===== config.mk =====
export PLATFORM = sky130hd
export DESIGN_NAME = alu_vector_gen
export DESIGN_NICKNAME = d
export VERILOG_FILES = /design/src/rtl/alu_tb_pkg.sv /design/src/rtl/lfsr32.sv /design/src/rtl/alu_vector_gen.sv
export SDC_FILE = /design/constraint.sdc
export NUM_CORES = 1
export LEC_CHECK = 0
export BUFFER_PORTS_ARGS = -buffer_cell sky130_fd_sc_hd__clkbuf_2
export CAP_MARGIN = 20
export CORE_AREA = 4 4 127 190
export CTS_CLUSTER_DIAMETER = 50
export DETAILED_ROUTE_END_ITERATION = 10
export DIE_AREA = 0 0 131 194
export MAX_ROUTING_LAYER = met4
export PLACE_DENSITY = 0.7
export SLEW_MARGIN = 10
export SYNTH_ARGS = -nofsm -noshare
export SYNTH_HDL_FRONTEND = slang
export SYNTH_SLANG_ARGS = --single-unit

===== constraint.sdc =====
create_clock -name clk -period 5.6 [get_ports clk]
set_clock_uncertainty 0.1 [all_clocks]
set_input_delay 0.56 -clock clk [delete_from_list [all_inputs] [get_ports clk]]
set_output_delay 0.56 -clock clk [all_outputs]
set_load 0.03 [all_outputs]

===== src/rtl/alu_tb_pkg.sv =====
// Shared definitions for the ALU vector generator: LFSR polynomial, corner count,
// mode encodings, FSM state type and small helper functions.
package alu_tb_pkg;

    // Galois right-shift feedback taps
    localparam logic [31:0] LFSR_POLY = 32'h8020_0003;

    // Number of fixed corner vectors at the start of a run
    localparam int unsigned NUM_CORNERS = 4;

    // Operation mode encodings
    localparam logic [1:0] MODE_ADD = 2'b00;
    localparam logic [1:0] MODE_SUB = 2'b01;
    localparam logic [1:0] MODE_CMP = 2'b10;
    localparam logic [1:0] MODE_ROT = 2'b11;

    typedef enum logic [1:0] {
        StIdle = 2'd0,
        StRun  = 2'd1,
        StDone = 2'd2
    } state_e;

    typedef enum logic [1:0] {
        OpAdd = 2'd0,
        OpSub = 2'd1,
        OpCmp = 2'd2
    } op_e;

    function automatic logic [31:0] lfsr_next(input logic [31:0] s);
        return (s >> 1) ^ (s[0] ? LFSR_POLY : 32'h0);
    endfunction

    // An all-zero state would lock the LFSR, so it is replaced by 1
    function automatic logic [31:0] seed_fix(input logic [31:0] s);
        return (s == 32'h0) ? 32'h1 : s;
    endfunction

endpackage


===== src/rtl/lfsr32.sv =====
// 32-bit Galois LFSR with synchronous seed load and advance enable.
module lfsr32
    import alu_tb_pkg::*;
(
    input  logic        clk,
    input  logic        rst,
    input  logic [31:0] seed,
    input  logic        load,
    input  logic        advance,
    output logic [31:0] state
);

    logic [31:0] seed_eff;

    assign seed_eff = seed_fix(seed);

    // Load wins over advance so a restart always begins from the seed
    always_ff @(posedge clk or posedge rst) begin
        if (rst) begin
            state <= seed_eff;
        end else if (load) begin
            state <= seed_eff;
        end else if (advance) begin
            state <= lfsr_next(state);
        end
    end

endmodule


===== src/rtl/alu_vector_gen.sv =====
// ALU stimulus generator: emits a run of operand/expected-result vectors with a
// valid/ready handshake. Optional corner vectors lead each run, then two LFSRs
// supply the operands. All outputs are registered.
module alu_vector_gen
    import alu_tb_pkg::*;
#(
    parameter int unsigned WIDTH       = 32,
    parameter int unsigned NUM_VECTORS = 256,
    parameter logic [31:0] SEED_A      = 32'h0000_0001,
    parameter logic [31:0] SEED_B      = 32'h0000_ACE1,
    parameter int unsigned CORNERS     = 1
) (
    input  logic             clk,
    input  logic             rst,
    input  logic             start,
    input  logic [1:0]       mode,
    input  logic             ready,
    output logic             valid,
    output logic [WIDTH-1:0] op1,
    output logic [WIDTH-1:0] op2,
    output logic [WIDTH:0]   result,
    output logic             add,
    output logic             sub,
    output logic             cmp,
    output logic             busy,
    output logic             done
);

    localparam logic [15:0] LAST_IDX = 16'(NUM_VECTORS - 1);

    state_e           state_q;
    logic [15:0]      idx_q;
    logic [1:0]       rot_q;      // idx_q mod 3, tracked incrementally
    logic [31:0]      lfsr_a;
    logic [31:0]      lfsr_b;

    logic             start_load;
    logic             accept;
    logic             last_vec;
    logic             cur_corner;
    logic             lfsr_adv;

    logic [15:0]      nxt_idx;
    logic [1:0]       nxt_rot;
    logic             nxt_corner;
    logic [31:0]      src_a;
    logic [31:0]      src_b;
    logic [WIDTH-1:0] nxt_op1;
    logic [WIDTH-1:0] nxt_op2;
    op_e              nxt_op;
    logic [WIDTH:0]   nxt_result;

    function automatic logic is_corner(input logic [15:0] idx);
        return (CORNERS != 0) && (idx < 16'(NUM_CORNERS));
    endfunction

    lfsr32 u_lfsr_a (
        .clk     (clk),
        .rst     (rst),
        .seed    (SEED_A),
        .load    (start_load),
        .advance (lfsr_adv),
        .state   (lfsr_a)
    );

    lfsr32 u_lfsr_b (
        .clk     (clk),
        .rst     (rst),
        .seed    (SEED_B),
        .load    (start_load),
        .advance (lfsr_adv),
        .state   (lfsr_b)
    );

    // Handshake and control decode
    always_comb begin
        start_load = start && (state_q != StRun);
        accept     = valid && ready;
        last_vec   = (idx_q == LAST_IDX);
        cur_corner = is_corner(idx_q);
        // LFSR state is the operand source of the vector on the outputs, so it
        // only moves once a random vector has been consumed
        lfsr_adv   = accept && !cur_corner;
    end

    // Build the vector that will be loaded at the next load edge
    always_comb begin
        nxt_idx    = start_load ? 16'd0 : idx_q + 16'd1;
        nxt_rot    = (start_load || (rot_q == 2'd2)) ? 2'd0 : rot_q + 2'd1;
        nxt_corner = is_corner(nxt_idx);

        // The LFSRs reload in the same edge as start, so read the seeds directly
        if (start_load) begin
            src_a = seed_fix(SEED_A);
            src_b = seed_fix(SEED_B);
        end else if (cur_corner) begin
            src_a = lfsr_a;
            src_b = lfsr_b;
        end else begin
            src_a = lfsr_next(lfsr_a);
            src_b = lfsr_next(lfsr_b);
        end

        nxt_op1 = src_a[WIDTH-1:0];
        nxt_op2 = src_b[WIDTH-1:0];
        if (nxt_corner) begin
            unique case (nxt_idx[1:0])
                2'd0: begin
                    nxt_op1 = '0;
                    nxt_op2 = '0;
                end
                2'd1: begin
                    nxt_op1 = '1;
                    nxt_op2 = WIDTH'(1);
                end
                2'd2: begin
                    nxt_op1 = '1;
                    nxt_op2 = '1;
                end
                default: begin
                    nxt_op1 = '0;
                    nxt_op2 = WIDTH'(1);
                end
            endcase
        end

        unique case (mode)
            MODE_ADD: nxt_op = OpAdd;
            MODE_SUB: nxt_op = OpSub;
            MODE_CMP: nxt_op = OpCmp;
            default: begin
                unique case (nxt_rot)
                    2'd0:    nxt_op = OpAdd;
                    2'd1:    nxt_op = OpSub;
                    default: nxt_op = OpCmp;
                endcase
            end
        endcase

        if (nxt_op == OpAdd) begin
            nxt_result = {1'b0, nxt_op1} + {1'b0, nxt_op2};
        end else begin
            nxt_result = {1'b0, nxt_op1} - {1'b0, nxt_op2};
        end
    end

    // Run FSM with registered vector outputs
    always_ff @(posedge clk or posedge rst) begin
        if (rst) begin
            state_q <= StIdle;
            idx_q   <= '0;
            rot_q   <= '0;
            valid   <= 1'b0;
            busy    <= 1'b0;
            done    <= 1'b0;
            op1     <= '0;
            op2     <= '0;
            result  <= '0;
            add     <= 1'b0;
            sub     <= 1'b0;
            cmp     <= 1'b0;
        end else begin
            unique case (state_q)
                StIdle, StDone: begin
                    if (start) begin
                        state_q <= StRun;
                        idx_q   <= nxt_idx;
                        rot_q   <= nxt_rot;
                        valid   <= 1'b1;
                        busy    <= 1'b1;
                        done    <= 1'b0;
                        op1     <= nxt_op1;
                        op2     <= nxt_op2;
                        result  <= nxt_result;
                        add     <= (nxt_op == OpAdd);
                        sub     <= (nxt_op == OpSub);
                        cmp     <= (nxt_op == OpCmp);
                    end
                end
                StRun: begin
                    if (accept) begin
                        if (last_vec) begin
                            state_q <= StDone;
                            valid   <= 1'b0;
                            busy    <= 1'b0;
                            done    <= 1'b1;
                            op1     <= '0;
                            op2     <= '0;
                            result  <= '0;
                            add     <= 1'b0;
                            sub     <= 1'b0;
                            cmp     <= 1'b0;
                        end else begin
                            idx_q   <= nxt_idx;
                            rot_q   <= nxt_rot;
                            op1     <= nxt_op1;
                            op2     <= nxt_op2;
                            result  <= nxt_result;
                            add     <= (nxt_op == OpAdd);
                            sub     <= (nxt_op == OpSub);
                            cmp     <= (nxt_op == OpCmp);
                        end
                    end
                end
                default: begin
                    state_q <= StIdle;
                end
            endcase
        end
    end

endmodule


# Yosys cells after proc, flatten, opt, wreduce, memory -nomap -nowiden
# Index checks and enable logic that the tools add are counted.
dict set report totals {
  elab_cells 118
  latchBits 0
  ramBits 0
  romBits 0
  regBits 186
  n_memories 0
}
dict set report classes {
  n_bitwise 2
  shifts 0
  n_mul 0
  n_div 0
  eq_ne 16
  n_reduce_logical 18
  add_sub_neg 4
  order_cmp 2
  muxes 63
}
# operator count
set op_table {}
lappend op_table {{$mux W32} 19}
lappend op_table {{$pmux W32 S2} 3}
lappend op_table {{$mux W33} 4}
lappend op_table {{$pmux W33 S2} 1}
lappend op_table {{$mux W16} 4}
lappend op_table {{$xor A31 B32 Y32} 2}
lappend op_table {{$add A32 B32 Y33} 1}
lappend op_table {{$sub A32 B32 Y33} 1}
lappend op_table {{$lt A16 B3 Y1 const B} 2}
lappend op_table {{$pmux W16 S2} 1}
lappend op_table {{$add A16 B1 Y16 const B} 1}
lappend op_table {{$eq A16 B8 Y1 const B} 1}
lappend op_table {{$mux W1} 15}
lappend op_table {{$mux W2} 7}
lappend op_table {{$pmux W2 S2} 3}
lappend op_table {{$eq A2 B1 Y1 const B} 5}
lappend op_table {{$eq A2 B2 Y1 const B} 5}
lappend op_table {{$logic_not A2 Y1} 5}
lappend op_table {{$pmux W1 S2} 5}
lappend op_table {{$ne A2 B2 Y1 const B} 4}
lappend op_table {{$reduce_and A4 Y1} 2}
lappend op_table {{$pmux W2 S3} 1}
lappend op_table {{$reduce_and A3 Y1} 2}
lappend op_table {{$reduce_bool A2 Y1} 2}
lappend op_table {{other kinds (6)} 9}

# Longest topological paths before layout
dict set report depth {
  word_depth 12
  depth_mapped 27
  ltp_nobuf 24
}

# Least setup slack after synthesis
# Ideal clock, no wire load.
dict set report synth_path {
  kind {register -> register}
  startpoint {register idx_q[0]}
  endpoint {register result[24]}
  path_stages_with_launch 26
  setup_ns 0.135
  slack_ns -0.302
  period_less_slack_ns 5.902
  required_time_ns 5.365
  path_buffers 2
  arrival_time_ns 5.667
  cell_sequence {dfrtp_1 > ha_1 > nand3_4 > or3_4 > a2111o_1 > nor3b_1 > a31oi_1 > buf_2 > buf_2 > mux2i_1 > inv_1 > ha_1 > and2_1 > a21oi_1 > xor2_1 > mux2i_1 > ha_1 > or4_1 > o21ai_0 > o2111ai_1 > a31o_2 > a21o_1 > a21o_1 > a21oi_1 > xor2_1 > o21ai_0}
}
dict set report synth_via {
  elab_chain_cells 11
  word_cells_on_any_way 24
  classes_between {add/sub (3); order compare (2); eq/ne (3); mux (14); reduce/logical (2)}
}
# element line
set synth_lines {}
lappend synth_lines {{start: declaration} alu_vector_gen.sv:32} ;# logic [15:0] idx_q;
lappend synth_lines {{start signal: assignment} alu_vector_gen.sv:167} ;# idx_q <= nxt_idx;
lappend synth_lines {{start signal: assignment} alu_vector_gen.sv:194} ;# idx_q <= nxt_idx;
lappend synth_lines {{branches (longest 10 deep; another with $sub A32 B32 Y33)} n/a}
lappend synth_lines {{$pmux W33 S2 (*)} alu_vector_gen.sv:163} ;# unique case (state_q)
lappend synth_lines {{end signal: assignment} alu_vector_gen.sv:174} ;# result <= nxt_result;
lappend synth_lines {{end signal: assignment} alu_vector_gen.sv:198} ;# result <= nxt_result;
lappend synth_lines {{end: declaration} alu_vector_gen.sv:21} ;# output logic [WIDTH:0] result,
# Mark *: on every way between the ends. The select of a mux whose other input is x is not followed.
# A chain may end at the register's enable or synchronous reset.

# Final worst setup path
dict set report layout_path {
  startpoint {register idx_q[1]}
  endpoint {register result[31]}
}
# The elaborated chain is that of the path after synthesis.

==> impl_metrics.tcl <==
set metrics [dict create \
    fin_util_pct 65.2 \
    worstPathArrival_ns 5.83 \
    grt_pass1_vias 10800 \
    vias 11266 \
    syn_to_final_growth_pct 28.4 \
    cp_slowest_stage_delay_ns 0.51 \
    synth_cell_types 70 \
    synth_fp_nets 1418 \
    preCtsSetupSlack_ns -0.323 \
    clk_pin_slew_ns 0.07 \
    antenna_cells 0 \
    grt_setup_unrepaired "yes" \
    cts_tree "done" \
    vias_per_cell 5.89 \
    syn_area_per_cell_sq_um 8.27 \
    ios 109 \
    status "complete, no violations" \
    overflow 0 \
    yosysSeqAreaShare_pct 41.1 \
    cts.sinks 186 \
    drv_cap 0 \
    hold_path_class "in2reg" \
    drtPass1Iterations 5 \
    synth-edff-count 0 \
    die_w_um 131 \
    final_layout_size_suffix_gt1_share_pct 27.8 \
    fin_crit_sh_pct 99.1 \
    hold_viol_final 0 \
    portBuffers 108 \
    crit_path_max_fanout 5 \
    ctsHtreeMaxLevel 4 \
    worstSetupStartpointType "register" \
    cts_buffers 17 \
    clk_latency_ns 0.45 \
    num-nets-final 1667 \
    synthFlopType "dfrtp_1" \
    remaining_drc_errors 0 \
    yosys_warnings 0 \
    path_buf_inv 3 \
    grt_pass1_wl_mm 59.6 \
    syn_inst 1374 \
    worstPathRequired_ns 5.88 \
    end_kind "register" \
    slew_headroom_pct 31.3 \
    grt_max_degree 105 \
    met3_usage_pct 3.56 \
    gp_congestion 0.995 \
    core_sq_mm 0.0224 \
    grt_busiest_layer "met2" \
    antenna_found_initial 0 \
    finalMaxSlewViolations 0 \
    place.detailed.hpwl_mm 28.4 \
    cts_root_buf "clkbuf_16" \
    reg2reg_from "idx_q[1]" \
    critPathKind "reg2reg" \
    start_util_pct 50.8 \
    setup_ws_ns 0.0526 \
    syn_area_sq_mm 0.0114 \
    cp_cell_sequence "ha_4 -> nand3_4 -> or3_4 -> a2111o_1 -> or4b_4 -> o22ai_4 -> buf_12 -> a21o_2 -> and2_4 -> nor2_1 -> xor2_1 -> buf_4 -> ha_4 -> nand4b_1 -> a32o_2 -> a211o_1 -> a21oi_2 -> o211ai_1 -> buf_4 -> a211oi_4 -> nor4_1 -> or3_1 -> nand3_1" \
    setup_viol 0 \
    ys_ff_latch 186 \
    rr_worst_depth 23 \
    synthArstFlopShare_pct 100 \
    antenna_left 0 \
    r2r_end "result[31]" \
    dr.first_iter.drc_count 830 \
    tightest_slew_ns 1.03 \
    worst-r2r-setup-slack_ns 0.05 \
    std_cell_rows 67 \
    fin_crit_ns 5.55 \
    routedWlPerCell_um 19.8 \
    grtUsageMet2_pct 48.0 \
    grtUsageTotal_pct 30.7 \
    grt_use_met1_pct 40.5 \
    hold_end "cmp" \
    clk_path_buf_depth 2 \
    die_h_um 194 \
    fillers 1995 \
    crit_slowest_cell "or4b_4" \
    min_from "mode[1]" \
    fmaxAchievable_mhz 180 \
    die-area_sq_mm 0.0254 \
    holdPathStages 3 \
    drt_wl_total_mm 37.9 \
    critical_path.top_delay_family "compound AO/OA/AOI/OAI gates" \
]
[registers in the layout, summed over array words and instances, names as in the netlist, 2 cells and up]
register and count:
rot_q 2, state_q 2, idx_q 16, op1 32, u_lfsr_a.state 32, result 33
op2 32, u_lfsr_b.state 32
[Yosys cell counts, types with 11 or more instances]
cell / n / area share (%)
nand3_1: 31 / 1.4
nor3_1: 18 / 0.79
a21o_1: 16 / 1.1
nand2b_1: 16 / 0.88
buf_2: 12 / 0.53
o21ai_0: 102 / 4.5
ha_1: 37 / 4.1
o31ai_1: 13 / 0.86
a211oi_1: 13 / 0.86
xor2_1: 34 / 2.6
a21oi_1: 120 / 5.3
clkbuf_1: 73 / 2.4
xnor2_1: 27 / 2.1
nand2_1: 318 / 11
nor2_1: 70 / 2.3
dfrtp_1: 177 / 39
a31oi_1: 52 / 2.9
and2_1: 11 / 0.61
inv_1: 21 / 0.69
a22o_1: 54 / 4.2
buf_1: 11 / 0.36
mux2i_1: 11 / 0.97
[per-layer routing]
layer  vias up  wire length [um]
li1       5366                 -
met5         -                 0
met1      5417             16100
met2       395             18500
met3        88              1700
met4         0              1620
[worst min-delay path, stage by stage]
cell and delay, ns:
clkbuf_2 0.09, nand2_1 0.08, o21ai_0 0.07
[cell families (layout without fill, tap and decap cells)]
family | count (synthesis) | count (layout) | synth area share (%)
AND/OR/NAND/NOR | 519 | 519 | 20.0
buffers and inverters | 122 | 384 | 4.33
multiplexers | 11 | 11 | 0.969
XOR/XNOR | 61 | 61 | 4.70
flip-flops | 186 | 186 | 41.1
adder cells (fa/ha/maj) | 38 | 38 | 4.25
AO/OA/AOI/OAI | 437 | 437 | 24.7
[final cells by class]
cell class | count | area, sq um | area share, %
flip-flops and latches | 186 | 4670 | 32.0
repair buffers | 331 | 2330 | 15.9
multi-input cells | 1066 | 6600 | 45.2
well taps | 276 | 345 | 2.37
clock buffers | 18 | 429 | 2.94
inverters | 21 | 82.6 | 0.566
clock inverters | 14 | 148 | 1.01
[worst max path at each step]
stage | startpoint | end | cells past startpoint
2_1_floorplan | idx_q[1] | result[24] | 25
3_3_place_gp | idx_q[3] | result[25] | 19
3_5_place_dp | idx_q[2] | result[25] | 19
4_1_cts | idx_q[0] | result[24] | 23
5_1_grt | idx_q[1] | result[25] | 22
6_report | idx_q[1] | result[31] | 23
[layout by cell type (no fill, tap or decap), types with 32 or more instances in the layout]
cell	instances
a21oi_1	113
a22o_1	54
a31oi_1	48
buf_4	210
clkbuf_2	108
dfrtp_1	172
ha_1	33
nand2_1	317
nor2_1	66
o21ai_0	93
xor2_1	32
[timing repair]
item,4_1_cts,5_1_grt
pin swaps,3,36
setup endpoints to repair,11,13
setup buffers,5,14
hold buffers,1,0
resized for setup,9,75
cloned,0,1
hold endpoints to repair,11,0
[metrics by stage]
stage	TNS [ns]	hold WS (ns)	area (sq um)	instances
3_3_place_gp	-1.16	0.361	13500	1859
6_report	0	0.294	14600	1912
5_1_grt	-0.703	0.327	14600	1912
2_1_floorplan	-0.0117	0.347	11400	1374
4_1_cts	0	0.281	14100	1897
3_5_place_dp	-1.59	0.370	13500	1859
Power is not shown: default switching activity piles up to over one toggle a cycle in this logic, so the estimate is an artifact.
